--- config.mk ---
export PLATFORM = sky130hd
export DESIGN_NAME = booth_mul_arbiter
export DESIGN_NICKNAME = d
export VERILOG_FILES = /design/src/rtl/booth_mul_arbiter.sv
export SDC_FILE = /design/constraint.sdc
export NUM_CORES = 1
export LEC_CHECK = 0
export BUFFER_PORTS_ARGS = -buffer_cell sky130_fd_sc_hd__buf_2
export CAP_MARGIN = 20
export CORE_MARGIN = 1.5
export CORE_UTILIZATION = 35
export DETAILED_ROUTE_END_ITERATION = 10
export GPL_ROUTABILITY_DRIVEN = 1
export GPL_TIMING_DRIVEN = 0
export PLACE_DENSITY_LB_ADDON = 0.1
export SYNTH_ARGS = -nofsm -noshare
export SYNTH_HDL_FRONTEND = slang
export SYNTH_SLANG_ARGS = --single-unit
--- constraint.sdc ---
create_clock -name clk -period 5.74 [get_ports clk]
set_input_delay 1.435 -clock clk [delete_from_list [all_inputs] [get_ports clk]]
set_output_delay 1.435 -clock clk [all_outputs]
set_load 0.005 [all_outputs]
--- src/rtl/booth_mul_arbiter.sv ---
// Two-port round-robin front end and step sequencer for the 16x16 Booth multiplier datapath.
// Owns Er/Em/Busy, latches the granted operands and returns the product as a one-cycle pulse.
module booth_mul_arbiter (
   input  logic        clk,
   input  logic        reset,
   input  logic        req0_valid,
   input  logic [15:0] req0_a,
   input  logic [15:0] req0_b,
   input  logic        req1_valid,
   input  logic [15:0] req1_a,
   input  logic [15:0] req1_b,
   output logic        req0_ready,
   output logic        req1_ready,
   output logic        rsp0_valid,
   output logic        rsp1_valid,
   output logic [31:0] rsp_result,
   output logic [15:0] mul_r1,
   output logic [15:0] mul_r2,
   output logic        mul_er,
   output logic        mul_em,
   output logic        mul_busy,
   input  logic [31:0] mul_z
);

   typedef enum logic [2:0] {
      S_IDLE,
      S_LOAD,
      S_RUN,
      S_CAPTURE,
      S_DONE
   } state_t;

   state_t      state_q;
   logic        ptr_q;
   logic        owner_q;
   logic [3:0]  cnt_q;
   logic [15:0] a_q;
   logic [15:0] b_q;
   logic [31:0] res_q;
   logic        er_q;
   logic        em_q;
   logic        busy_q;
   logic        rsp0_q;
   logic        rsp1_q;

   logic        gnt_vld_d;
   logic        gnt_id_d;
   logic        hs_d;

   // With both ports pending the port that was not granted last wins.
   always_comb begin
      gnt_vld_d = req0_valid | req1_valid;
      gnt_id_d  = 1'b0;
      if (req0_valid && req1_valid) begin
         gnt_id_d = ~ptr_q;
      end else begin
         gnt_id_d = ~req0_valid;
      end
      hs_d = gnt_vld_d && (state_q == S_IDLE) && !reset;
   end

   assign req0_ready = hs_d && !gnt_id_d;
   assign req1_ready = hs_d &&  gnt_id_d;

   always_ff @(posedge clk) begin
      if (reset) begin
         state_q <= S_IDLE;
         ptr_q   <= 1'b1;
         owner_q <= 1'b0;
         cnt_q   <= 4'd0;
         a_q     <= 16'd0;
         b_q     <= 16'd0;
         res_q   <= 32'd0;
         er_q    <= 1'b0;
         em_q    <= 1'b0;
         busy_q  <= 1'b1;
         rsp0_q  <= 1'b0;
         rsp1_q  <= 1'b0;
      end else begin
         case (state_q)
            S_IDLE: begin
               if (hs_d) begin
                  a_q     <= gnt_id_d ? req1_a : req0_a;
                  b_q     <= gnt_id_d ? req1_b : req0_b;
                  owner_q <= gnt_id_d;
                  ptr_q   <= gnt_id_d;
                  er_q    <= 1'b1;
                  state_q <= S_LOAD;
               end
            end
            S_LOAD: begin
               er_q    <= 1'b0;
               em_q    <= 1'b1;
               cnt_q   <= 4'd0;
               state_q <= S_RUN;
            end
            S_RUN: begin
               cnt_q <= cnt_q + 4'd1;
               if (cnt_q == 4'd15) begin
                  em_q    <= 1'b0;
                  busy_q  <= 1'b0;
                  state_q <= S_CAPTURE;
               end
            end
            // The datapath clears on this edge (Er=Em=0), so Z must be taken now.
            S_CAPTURE: begin
               res_q   <= mul_z;
               busy_q  <= 1'b1;
               rsp0_q  <= ~owner_q;
               rsp1_q  <= owner_q;
               state_q <= S_DONE;
            end
            S_DONE: begin
               rsp0_q  <= 1'b0;
               rsp1_q  <= 1'b0;
               state_q <= S_IDLE;
            end
            default: begin
               state_q <= S_IDLE;
            end
         endcase
      end
   end

   assign rsp0_valid = rsp0_q;
   assign rsp1_valid = rsp1_q;
   assign rsp_result = res_q;
   assign mul_r1     = a_q;
   assign mul_r2     = b_q;
   assign mul_er     = er_q;
   assign mul_em     = em_q;
   assign mul_busy   = busy_q;

endmodule

* Word level (Yosys, flattened, before mapping)
Cells that the tools add are included.
Storage, ports and cells: flip-flop bits (word level) 78, output and inout bits 71, logic and storage cells 55
Cells by class: add/sub/neg operators 1, equal/unequal tests 7, multiplexer cells 14, bitwise operators 4, reduce and logical (&&, ||, !) cells 17
Operator list (count):
- $mux 16 | 2
- $pmux 3 s4 | 1
- $pmux 1 s2 | 5
- $reduce_and 2->1 | 5
- $pmux 4 s2 | 1
- $reduce_bool 2->1 | 4
- $eq 3x2->1 const B | 2
- $mux 3 | 2
- $logic_and 1x1->1 | 5
- $add 4x1->4 const B | 1
- $eq 4x4->1 const B | 1
- $ne 2x2->1 const B | 2
- $eq 3x1->1 const B | 1
- $eq 3x3->1 const B | 1
- $logic_not 3->1 | 1
- $mux 1 | 3
- $not 1->1 | 3
- $logic_not 1->1 | 2
- $or 1x1->1 | 1

* Logic depth before layout (Yosys ltp)
word-level depth 5, mapped depth 7, depth with buffers taken out 4

* Worst setup path after synthesis
OpenSTA, ideal clock, no wires.
path type input to output, start point in reset, end point out req1_ready, arrival time 2387 ps, data required time 4305 ps, slack 1918 ps, stages 6, path buffers 3, cell sequence clkbuf_1 nor3_4 and2_4 buf_6 buf_6 o21a_1
Between the ends: cells in the longest elaborated chain, start to end 3
Ends and longest elaborated chain:
- from (decl) | line 5 | input logic reset,
- $logic_not 1->1 | line 59 | hs_d = gnt_vld_d && (state_q == S_IDLE) && !reset;
- $logic_and 1x1->1 | line 59
- $logic_and 1x1->1 | line 63 | assign req1_ready = hs_d && gnt_id_d;
- to (decl) | line 13 | output logic req1_ready,
No other way between the ends.

* Worst setup path after layout
Same ends and word-level chain as after synthesis.

==> impl_results.md <==
* Seq cells post-synth at a little under 80
* CTS resizes at 0
* Reg area at between 1500 and 2000 um^2
* CP required at about 4.3 ns
* Post-route DRC at 0
* CTS tree: built
* Cell Area, Synth at between 3000 and 4000 um^2
* Total clock sinks at about 80
* Post-CTS Hold Buffers at 0
* Power consumption at around 1400 uW
* Core ar. at 9820 um^2
* CTS buffer count at 9
* Vias in the first global route at between 3000 and 4000
* Syn Inst Count at 415
* Area leader, netlist: dfxtp_1
* Gr usage total at 19.9%
* Worst hold path class: flop to flop
* I/O Buffers at 168
* Setup TNS at 0 ns
* Pwr Density at between 300 and 400 nW/um^2
* Vias/cell at 5.05
* Total length of routed wires at around 11 mm
* Ys async rst share at 0%
* CTS Buffer Depth at 2
* RSZ-0062 raised after global routing: no
* Worst path cell trace: clkbuf_1, nor3_4, and2_4, buf_6, buf_6, o21a_1, buf_2
* Critical path's most frequent cell: buf_6
* Setup bufs post-CTS at 0
* Iteration count of the initial detailed-routing pass at 4
* Main synth FF type: dfxtp_1
* Total number of vias at 3701
* DR iter-0 viols at approximately 150
* Slew Limit Fails at 0
* Sequential share of the synthesized area at a little over two fifths
* Num ports at between 150 and 200
* Lkg Pwr at 0.00198 uW
* Crit Path Max Fanout at 10
* Final hold violations at 0
* H-tree lvl count at 3
* Max Cap Viol at 0
* Largest net degree at the start of global routing at 17
* # rows at 36
* Area of the multi-input gates at about 1800 um^2
* Initial antenna violation count at 1
* Fin nets at approximately 700
* CP bufs+invs at 4
* Worst-skew pair later-pin latency at about 0.36 ns
* Share of the synthesized area in the top cell type at 43.8%
* Worst-path clk slew at ~0.090 ns
* Critical Path Source Type: input pin
* Relative slew slack at a little over half
* Avg Inst Size Synth at roughly 8.6 um^2
* Worst setup EP type: primary output
* Die Wd at between 100 and 150 um
* Starting density of the core at approximately 36%
* Worst slew pin tran at 0.688 ns
* YS warnings at 0
* FMAX at 0.240 GHz
* Post-synth top cells: dfxtp_1, a21oi_1, nand2_1
* CP arrival at between 2 and 3 ns
* Minimum clock period at approximately 4.2 ns
* DP Area at between 4000 and 5000 um^2
* P&R area growth vs syn at 33.6%
* Clock skew at around 0.015 ns
* VDD IR max at ~0.16 mV
* FILL cells at approximately 1100
* Post-DP HPWL at approximately 8 mm
* Period Utilization, post-route at 72.5%
* Outcome: finished clean
* Final setup viols at 0
* Fraction of layout cells with a size suffix above 1 at between 30% and 40%
* Crit Path Category: input pin to primary output
* Die Y at 104 um
* Top-count cell post-synth: dfxtp_1
* Root Buffer: clkbuf_8
* Final core utilization at slightly below 50%
* Die area at 10800 um^2
* Post-route cell area at 4770 um^2
* GRT overflow at 0
* CP peak stage delay at ~0.34 ns
* ANT nets after route at 0
* Syn_nets at 516
* CP max stage cell: nor3_4
* Post-DR wirelength/cell at 14.7 um
* Dominant cells by area after synthesis: dfxtp_1, a21oi_1, a311oi_2, nand3b_1, nand2_1
* GP Congestion at ~0.8
* Distinct cell type count after synthesis at 38
* First-pass GRT wire length at about 18 mm
* Cell family contributing the most delay on the critical path: buffers and inverters
* EDFF count, synth at 0
[worst register-to-register path: stages, from the launching register on]
cell	delay, ns
dfxtp_1	0.31
and2b_1	0.24
buf_2	0.23
clkbuf_1	0.34
o21ai_0	0.16
a311oi_2	0.29
[report_power, final]
| group | leakage (uW) | switching (uW) | total (uW) | internal, uW |
|---|---|---|---|---|
| combinational | 0.00125 | 221 | 400 | 180 |
| sequential | 0.000637 | 34.6 | 638 | 603 |
| clock | 0.0000943 | 229 | 397 | 168 |
[cell usage in the layout, fill, tap and decap left out, types with 5 or more instances in the layout]
| cell type | netlist | routed |
|---|---|---|
| buf_6 | 5 | 5 |
| dfxtp_1 | 78 | 78 |
| clkbuf_8 | 0 | 9 |
| a21oi_1 | 73 | 73 |
| a311oi_2 | 19 | 19 |
| o21ai_0 | 42 | 42 |
| a311oi_1 | 13 | 13 |
| nand3b_1 | 34 | 34 |
| nor2_1 | 6 | 6 |
| nand2_1 | 65 | 65 |
| clkbuf_1 | 26 | 26 |
| buf_2 | 13 | 181 |
[cells by family (layout without fill, tap and decap cells)]
group	count (synthesis)	in the layout	share of synthesized area [%]
AOI/OAI and AO/OA	156	156	29.4
buffers and inverters	49	233	6.66
and+or+nand+nor	130	130	19.6
other	0	1	0
xor gates and xnor gates	1	1	0.246
adders and majority gates	1	1	0.351
DFF	78	78	43.8
[area by class of cell]
cell class | count | share of cell area [%]
Sequential cell | 78 | 32.8
Clock inverter | 7 | 1.37
Tap cell | 133 | 3.49
Clock buffer | 9 | 2.60
Timing Repair Buffer | 168 | 17.6
Inverter | 2 | 0.158
Antenna cell | 1 | 0.0525
Multi-Input combinational cell | 288 | 37.1
Buffer | 47 | 4.83
[state kept, by name, summed over array words and instances, names as in the netlist]
register    cells
cnt_q           4
mul_em          1
mul_r2         16
rsp1_valid      1
mul_r1         16
rsp_result     32
mul_er          1
state_q         3
mul_busy        1
rsp0_valid      1
owner_q         1
ptr_q           1
[final timing paths]
path                                      from              to  slack, ns  depth (start not counted)
worst max-delay path                     reset      req1_ready       1.58                          7
worst min-delay path            rsp_result[27]  rsp_result[27]       0.45                          2
worst max register to register           ptr_q       mul_r1[6]       4.09                          5
worst min register to register  rsp_result[27]  rsp_result[27]       0.45                          2
[layer usage]
metal | track usage [%] | up-vias | routed length (um)
li1 | - | 1855 | -
met1 | 26.0 | 1672 | 4870
met2 | 30.6 | 151 | 4720
met3 | 6.14 | 23 | 896
met4 | 8.13 | 0 | 308
met5 | 0 | - | 0
[metrics by stage]
step	hold slack, ns	std cells	setup slack [ns]
4_1_cts	0.458	732	1.57
3_3_place_gp	0.438	716	1.58
2_1_floorplan	0.453	415	1.92
3_5_place_dp	0.444	716	1.57
5_1_grt	0.476	733	1.46
6_report	0.453	733	1.58
Note: power is estimated with default switching activity, not from simulation.
